==> config.mk <==
export PLATFORM = sky130hd
export DESIGN_NAME = mem_arbiter
export DESIGN_NICKNAME = d
export VERILOG_FILES = /design/src/rtl/mips_pkg.sv /design/src/rtl/arb_timer.sv /design/src/rtl/mem_arbiter.sv
export SDC_FILE = /design/constraint.sdc
export NUM_CORES = 1
export LEC_CHECK = 0
export BUFFER_PORTS_ARGS = -buffer_cell sky130_fd_sc_hd__buf_2
export CAP_MARGIN = 30
export CORE_MARGIN = 1.5
export CORE_UTILIZATION = 50
export CTS_CLUSTER_DIAMETER = 80
export DETAILED_ROUTE_END_ITERATION = 8
export PLACE_DENSITY_LB_ADDON = 0.1
export SLEW_MARGIN = 40
export SYNTH_ARGS = -nofsm -noshare
export SYNTH_HDL_FRONTEND = slang
export SYNTH_SLANG_ARGS = --single-unit
==> constraint.sdc <==
create_clock -name clk -period 12.2 [get_ports clk]
set_input_delay 3.05 -clock clk [delete_from_list [all_inputs] [get_ports clk]]
set_output_delay 3.05 -clock clk [all_outputs]
set_load 0.02 [all_outputs]
==> src/rtl/mips_pkg.sv <==
// Shared types and constants for the instruction/data memory arbiter.
package mips_pkg;

  typedef enum logic [1:0] {
    IDLE    = 2'd0,
    BUSY_IF = 2'd1,
    BUSY_DM = 2'd2
  } arb_state_t;

  localparam logic        GNT_IF       = 1'b0;
  localparam logic        GNT_DM       = 1'b1;
  localparam logic [31:0] ARB_ERR_DATA = 32'hDEAD_BEEF;
  localparam int unsigned ARB_CNT_W    = 8;

endpackage

==> src/rtl/arb_timer.sv <==
// Wait counter for an outstanding memory transaction; expired flags the
// cycle whose increment would reach the limit.
module arb_timer #(
  parameter int unsigned W = 8
) (
  input  logic         clk,
  input  logic         rst,
  input  logic         clr,
  input  logic         en,
  input  logic [W-1:0] limit,
  output logic         expired
);

  logic [W-1:0] r_cnt;

  always_ff @(posedge clk or posedge rst) begin
    if (rst) begin
      r_cnt <= '0;
    end else if (clr) begin
      r_cnt <= '0;
    end else if (en) begin
      r_cnt <= r_cnt + W'(1);
    end
  end

  assign expired = en & (r_cnt == (limit - W'(1)));

endmodule

==> src/rtl/mem_arbiter.sv <==
// Arbitrates fetch and data-memory requests onto one shared memory port.
// Define MEM_ARB_RR_EN for round-robin arbitration (default: dm over if).
module mem_arbiter
  import mips_pkg::*;
#(
  parameter int unsigned ADDR_W      = 32,
  parameter int unsigned DATA_W      = 32,
  parameter int unsigned TIMEOUT_CYC = 255
) (
  input  logic              clk,
  input  logic              rst,
  input  logic              if_req,
  input  logic [ADDR_W-1:0] if_addr,
  output logic              if_ready,
  output logic [DATA_W-1:0] if_rdata,
  input  logic              dm_req,
  input  logic              dm_we,
  input  logic [ADDR_W-1:0] dm_addr,
  input  logic [DATA_W-1:0] dm_wdata,
  output logic              dm_ready,
  output logic [DATA_W-1:0] dm_rdata,
  output logic              mem_req,
  output logic              mem_we,
  output logic [ADDR_W-1:0] mem_addr,
  output logic [DATA_W-1:0] mem_wdata,
  input  logic              mem_ack,
  input  logic [DATA_W-1:0] mem_rdata,
  output logic              stall,
  output logic              err
);

  arb_state_t        r_state, w_state_nxt;
  logic              r_mem_req, w_mem_req_nxt;
  logic              r_mem_we, w_mem_we_nxt;
  logic [ADDR_W-1:0] r_mem_addr, w_mem_addr_nxt;
  logic [DATA_W-1:0] r_mem_wdata, w_mem_wdata_nxt;
  logic              r_if_ready, w_if_ready_nxt;
  logic [DATA_W-1:0] r_if_rdata, w_if_rdata_nxt;
  logic              r_dm_ready, w_dm_ready_nxt;
  logic [DATA_W-1:0] r_dm_rdata, w_dm_rdata_nxt;
  logic              r_err, w_err_nxt;

  logic              w_gnt;
  logic              w_gnt_valid;
  logic              w_timer_clr;
  logic              w_timer_en;
  logic              w_expired;

  // No grant during a ready pulse: the finished requester may still hold req.
  assign w_gnt_valid = (if_req | dm_req) & ~r_if_ready & ~r_dm_ready;

`ifdef MEM_ARB_RR_EN
  logic r_last_gnt;

  always_comb begin
    w_gnt = dm_req ? GNT_DM : GNT_IF;
    if (if_req && dm_req) begin
      w_gnt = (r_last_gnt == GNT_DM) ? GNT_IF : GNT_DM;
    end
  end

  always_ff @(posedge clk or posedge rst) begin
    if (rst) begin
      r_last_gnt <= GNT_IF;
    end else if ((r_state == IDLE) && w_gnt_valid) begin
      r_last_gnt <= w_gnt;
    end
  end
`else
  assign w_gnt = dm_req ? GNT_DM : GNT_IF;
`endif

  arb_timer #(.W(ARB_CNT_W)) u_timer (
    .clk     (clk),
    .rst     (rst),
    .clr     (w_timer_clr),
    .en      (w_timer_en),
    .limit   (ARB_CNT_W'(TIMEOUT_CYC)),
    .expired (w_expired)
  );

  always_ff @(posedge clk or posedge rst) begin
    if (rst) begin
      r_state     <= IDLE;
      r_mem_req   <= 1'b0;
      r_mem_we    <= 1'b0;
      r_mem_addr  <= '0;
      r_mem_wdata <= '0;
      r_if_ready  <= 1'b0;
      r_if_rdata  <= '0;
      r_dm_ready  <= 1'b0;
      r_dm_rdata  <= '0;
      r_err       <= 1'b0;
    end else begin
      r_state     <= w_state_nxt;
      r_mem_req   <= w_mem_req_nxt;
      r_mem_we    <= w_mem_we_nxt;
      r_mem_addr  <= w_mem_addr_nxt;
      r_mem_wdata <= w_mem_wdata_nxt;
      r_if_ready  <= w_if_ready_nxt;
      r_if_rdata  <= w_if_rdata_nxt;
      r_dm_ready  <= w_dm_ready_nxt;
      r_dm_rdata  <= w_dm_rdata_nxt;
      r_err       <= w_err_nxt;
    end
  end

  // Next-state and next-output logic; mem_ack wins over a same-cycle timeout.
  always_comb begin
    w_state_nxt     = r_state;
    w_mem_req_nxt   = r_mem_req;
    w_mem_we_nxt    = r_mem_we;
    w_mem_addr_nxt  = r_mem_addr;
    w_mem_wdata_nxt = r_mem_wdata;
    w_if_ready_nxt  = 1'b0;
    w_if_rdata_nxt  = r_if_rdata;
    w_dm_ready_nxt  = 1'b0;
    w_dm_rdata_nxt  = r_dm_rdata;
    w_err_nxt       = r_err;
    w_timer_clr     = 1'b0;
    w_timer_en      = 1'b0;

    case (r_state)
      IDLE: begin
        if (w_gnt_valid) begin
          w_mem_req_nxt = 1'b1;
          w_timer_clr   = 1'b1;
          if (w_gnt == GNT_DM) begin
            w_state_nxt     = BUSY_DM;
            w_mem_we_nxt    = dm_we;
            w_mem_addr_nxt  = dm_addr;
            w_mem_wdata_nxt = dm_wdata;
          end else begin
            w_state_nxt     = BUSY_IF;
            w_mem_we_nxt    = 1'b0;
            w_mem_addr_nxt  = if_addr;
            w_mem_wdata_nxt = '0;
          end
        end
      end
      BUSY_IF, BUSY_DM: begin
        w_timer_en = ~mem_ack;
        if (mem_ack || w_expired) begin
          w_state_nxt   = IDLE;
          w_mem_req_nxt = 1'b0;
          w_mem_we_nxt  = 1'b0;
          if (r_state == BUSY_IF) begin
            w_if_ready_nxt = 1'b1;
            w_if_rdata_nxt = mem_ack ? mem_rdata : DATA_W'(ARB_ERR_DATA);
          end else begin
            w_dm_ready_nxt = 1'b1;
            if (!mem_ack) begin
              w_dm_rdata_nxt = DATA_W'(ARB_ERR_DATA);
            end else if (!r_mem_we) begin
              w_dm_rdata_nxt = mem_rdata;
            end
          end
          if (!mem_ack) begin
            w_err_nxt = 1'b1;
          end
        end
      end
      default: begin
        w_state_nxt = IDLE;
      end
    endcase
  end

  assign mem_req   = r_mem_req;
  assign mem_we    = r_mem_we;
  assign mem_addr  = r_mem_addr;
  assign mem_wdata = r_mem_wdata;
  assign if_ready  = r_if_ready;
  assign if_rdata  = r_if_rdata;
  assign dm_ready  = r_dm_ready;
  assign dm_rdata  = r_dm_rdata;
  assign err       = r_err;
  assign stall     = ~rst & ((if_req & ~r_if_ready) | (dm_req & ~r_dm_ready));

endmodule

# Word level (Yosys, flattened, before mapping)
# Cells that the tools add are included.
[totals]
register_bits = 143
input_bits = 134
out_inout_bits = 134
[classes]
muxes = 27
n_eq_ne = 6
addsub = 1
bitwise_logic = 13
n_reduce_logical = 11
[ops]
columns = ["op", "count"]
rows = [
  ["$mux 32", 5],
  ["$mux 8", 2],
  ["$mux 1", 14],
  ["$reduce_and 3->1", 3],
  ["$add 8x1->8 const B", 1],
  ["$eq 8x8->1 const B", 1],
  ["$and 1x1->1", 6],
  ["$mux 2", 3],
  ["$ne 2x2->1 const B", 3],
  ["$not 1->1", 5],
  ["$pmux 1 s2", 2],
  ["$pmux 2 s2", 1],
  ["$reduce_and 2->1", 2],
  ["$reduce_and 4->1", 1],
  ["$reduce_bool 2->1", 2],
  ["$eq 2x1->1 const B", 1],
  ["$eq 2x2->1 const B", 1],
  ["$logic_not 2->1", 1],
  ["$or 1x1->1", 2],
  ["$reduce_or 2->1", 1],
  ["$logic_or 1x1->1", 1],
]

# Longest topological paths before layout
[logic_depth]
depth_word = 7
depth_mapped = 9
mapped_depth_nobuf = 7

# Cells and area by module
# Synthesis repeated with hierarchy kept, for this count alone.
[unflattened]
hier_cells = 627
area_unflattened_um2 = 6293.5
[modules_own_cells]
columns = ["module", "n_inst", "area_each_um2", "cells_per_inst"]
rows = [
  ["mem_arbiter", 1, 5667.9, 557],
  ["arb_timer", 1, 625.6, 70],
]

# Worst setup path after synthesis
# OpenSTA, ideal clock, no wires.
[synth_timing]
path_type = "input -> output"
from = "in dm_req"
to = "out stall"
path_slack_ns = 5.547
arrival_ns = 3.603
cell_stages = 3
path_cell_list = "buf_2 > nand2b_1 > a21oi_1"
[synth_between]
elab_chain_len = 3
[synth_rtl]
columns = ["item", "line", "rtl"]
rows = [
  ["from (decl)", "mem_arbiter.sv:16", "input logic dm_req,"],
  ["$and 1x1->1", "mem_arbiter.sv:178", "assign stall = ~rst & ((if_req & ~r_if_ready) | (dm_req & ~r_dm_ready));"],
  ["$or 1x1->1", "mem_arbiter.sv:178", ""],
  ["$and 1x1->1", "mem_arbiter.sv:178", ""],
  ["to (decl)", "mem_arbiter.sv:28", "output logic stall,"],
]
# No other way between the ends.

# Worst setup path in the final report
# Ends and elaborated chain as after synthesis.

==> impl_metrics.ini <==
[clocking]
ctsResizeCount = 0
clk_pin_slew_worst_paths_ps = 60
cts_tree = yes
cts_buffers = 17
hold_buffers = 0
cts_sinks = 143
cts-root-buf = clkbuf_16
postCtsSetupRepairBufs = 0
clockBufferDepth = 2
cts-htree-levels = 4
insertion_delay_ps = 430

[logic_synthesis]
ys_seq_area_share_pct = 61.19
syn_inst = 507
syn_nets = 645
synth.ff_latch_count = 143
synth_area_um2 = 5848
synthFlopType = dfrtp_1
synth.most_common_cell = dfrtp_1
synth-edff-count = 0
synth.largest_area_cell = dfrtp_1
yosysTopAreaCellShare_pct = 61.19
synthTopCellsByCount = dfrtp_1, nand2_1, nand3_1
synthTopCellsByArea = dfrtp_1, nand2_1, mux2i_1
avgSynthCellArea_um2 = 11.53
synth_cell_types = 40
ys.warnings.count = 0
synthArstFlopShare_pct = 100.0

[detailed_routing]
wl_per_cell_um = 16.09
drtIter0Drc = 260
dr.pass1.iters = 4
routed_wl_um = 14770
drc = 0
drtAntennaViolNets = 0
vias_per_cell = 5.261
vias = 4830

[power]
pwr-share-seq_pct = 33.8
peakVddDrop_mv = 0.1875
pwr-share-comb_pct = 40.2
p_clk_share_pct = 26.0
p_int_mw = 1.474
swShare_pct = 38.94
power_density_nw_per_um2 = 304.6
p_leak_nw = 4.139
p_switching_mw = 0.9400

[cells_and_area]
drive_gt1_share_pct = 41.99
seqCellArea_um2 = 3578
final_nets = 899
area_growth_pct = 35.49
fin_cells = 918
num-fill-cells = 876
multi_input_area_um2 = 2027

[min_path]
hold_depth = 2
whs_endpoint = mem_wdata[11]$_DFFE_PP0P_
holdCritStartpoint = mem_wdata[11]$_DFFE_PP0P_
hold_path_class = register to register

[sta]
hold_viol = 0
timing.fmax_ghz = 0.1404
slew_viol_final = 0
fin_worst_skew_ps = 27.39
fin_setup_tns_ps = 0
worst_pin_slew_ps = 739.1
rsz0062_at_grt = false
timing.final.crit_share_pct = 58.37
slew-limit-headroom_pct = 50.73
layout_min_cycle_time_ps = 7121
final-setup-viol-count = 0

[grt]
grt_pass1_wl_um = 24120
grt_start_max_net_pins = 97
grt_pass1_vias = 4848
grt_overflow = 0
globalRouteTotalUtil_pct = 24.80
antenna_found_initial = 1

[critical_path]
reg2reg_from = r_state[1]$_DFFE_PP0P_
worst-endpoint-arrival_ps = 4070
path_max_fanout = 69
start_kind = input pin
r2r-end = dm_rdata[6]$_DFFE_PP0P_
ff2ff_setup_slack_ps = 9960
worst_r2r_path_depth = 6
cp.required_ps = 9150
setup.worst_path.end_class = output pin
timing_worst_setup_path_type = input pin to output pin

[place]
placedCellCount = 885
hpwl_um = 10290
globalplace.congestion = 0.7996
io_buffers = 267

[die]
coreArea_um2 = 11420
io_pins = 268
start_util_pct = 51.22
fp.dieW_um = 111.2
die_y_um = 111.2
die-area_um2 = 12350
row_count = 39

[run]
maxCapViolations = 0

[outcome]
outcome = finished, final reports clean
## cells by family after synthesis
logic type	Yosys count	share of synthesized area, %
AOI/OAI and AO/OA	111	14.42
xor gates and xnor gates	5	0.7490
adders and majority gates	4	0.8558
buffers and inverters	42	4.386
DFF	143	61.19
muxes	32	5.477
and+or+nand+nor	170	12.92
## through the flow
step           worst slack (ps)  cell area, um2  power, mW  util [%]  hold slack [ps]
3_5_place_dp               4856            7189      1.802     62.96            450.2
2_1_floorplan              5312            5848      1.475         -            465.8
3_3_place_gp               4911            7173      1.768     62.82            444.8
5_1_grt                    4972            7924      2.560     69.40            486.6
6_report                   5079            7924      2.414     69.40            460.9
4_1_cts                    4867            7914      2.439     69.31            463.1
## registers in the layout, indices dropped and copies added, names as in the netlist
name / count
r_state: 2
dm_rdata: 32
mem_we: 1
mem_addr: 32
mem_wdata: 32
if_ready: 1
mem_req: 1
err: 1
if_rdata: 32
u_timer.r_cnt: 8
dm_ready: 1
## power groups by stage
stage | Combinational [mW] | Clock, mW | Sequential [mW]
2_1_floorplan | 0.387 | 0 | 1.09
3_3_place_gp | 0.957 | 0 | 0.811
3_5_place_dp | 0.983 | 0 | 0.819
4_1_cts | 0.984 | 0.638 | 0.816
5_1_grt | 1.06 | 0.660 | 0.843
6_report | 0.971 | 0.628 | 0.815
## placed cells by master (no fill, tap or decap), types with 2 or more instances in the layout
| master | Yosys | layout |
|---|---|---|
| a21o_1 | 2 | 2 |
| a21oi_1 | 4 | 4 |
| a22o_1 | 16 | 16 |
| and3_1 | 3 | 3 |
| buf_2 | 4 | 267 |
| buf_6 | 6 | 3 |
| bufinv_16 | 0 | 8 |
| clkbuf_16 | 0 | 17 |
| clkinvlp_4 | 0 | 3 |
| dfrtp_1 | 143 | 143 |
| ha_1 | 4 | 4 |
| inv_1 | 5 | 4 |
| inv_6 | 0 | 2 |
| mux2i_1 | 32 | 32 |
| nand2_1 | 102 | 102 |
| nand2b_1 | 6 | 6 |
| nand3_1 | 35 | 34 |
| nand4_1 | 3 | 3 |
| nor2_1 | 10 | 10 |
| nor3_1 | 3 | 3 |
| o21ai_0 | 26 | 26 |
| o21ai_1 | 8 | 8 |
| o22a_1 | 34 | 34 |
| o22a_2 | 14 | 14 |
| o2bb2ai_1 | 3 | 3 |
| xnor2_1 | 2 | 2 |
| xor2_1 | 3 | 3 |
## routing by layer
metal	wire, um	vias up	track usage [%]	share of wire [%]
li1	-	2300	-	-
met2	7408	186	41.15	50
met4	194	0	9.451	1.3
met1	6024	2330	30.45	41
met5	0	-	0	0
met3	1144	14	7.873	7.7
## area by class of cell
| class | count | share of cell area [%] |
|---|---|---|
| Inverter | 6 | 0.4421 |
| Tap cell | 143 | 2.258 |
| Clock inverter | 14 | 3.600 |
| Antenna cell | 1 | 0.03158 |
| Timing Repair Buffer | 271 | 17.39 |
| Clock buffer | 18 | 5.542 |
| Sequential cell | 143 | 45.16 |
| Multi-Input combinational cell | 322 | 25.58 |
## critical path, cell delays in order
cell	delay [ps]
buf_2	80
buf_6	480
nand2b_1	120
a21oi_1	150
buf_2	170
## how the worst max path moves through the flow
stage / endpoint / cells past startpoint / slack, ps / from
final: stall / 5 / 5080 / dm_req
after global routing: stall / 5 / 4970 / dm_req
after CTS: stall / 5 / 4870 / dm_req
after detailed placement: stall / 5 / 4860 / dm_req
after global placement: stall / 5 / 4910 / dm_req
after floorplan: dm_rdata[0]$_DFFE_PP0P_ / 1 / 5310 / rst
Note: power is estimated with default switching activity, not from simulation.
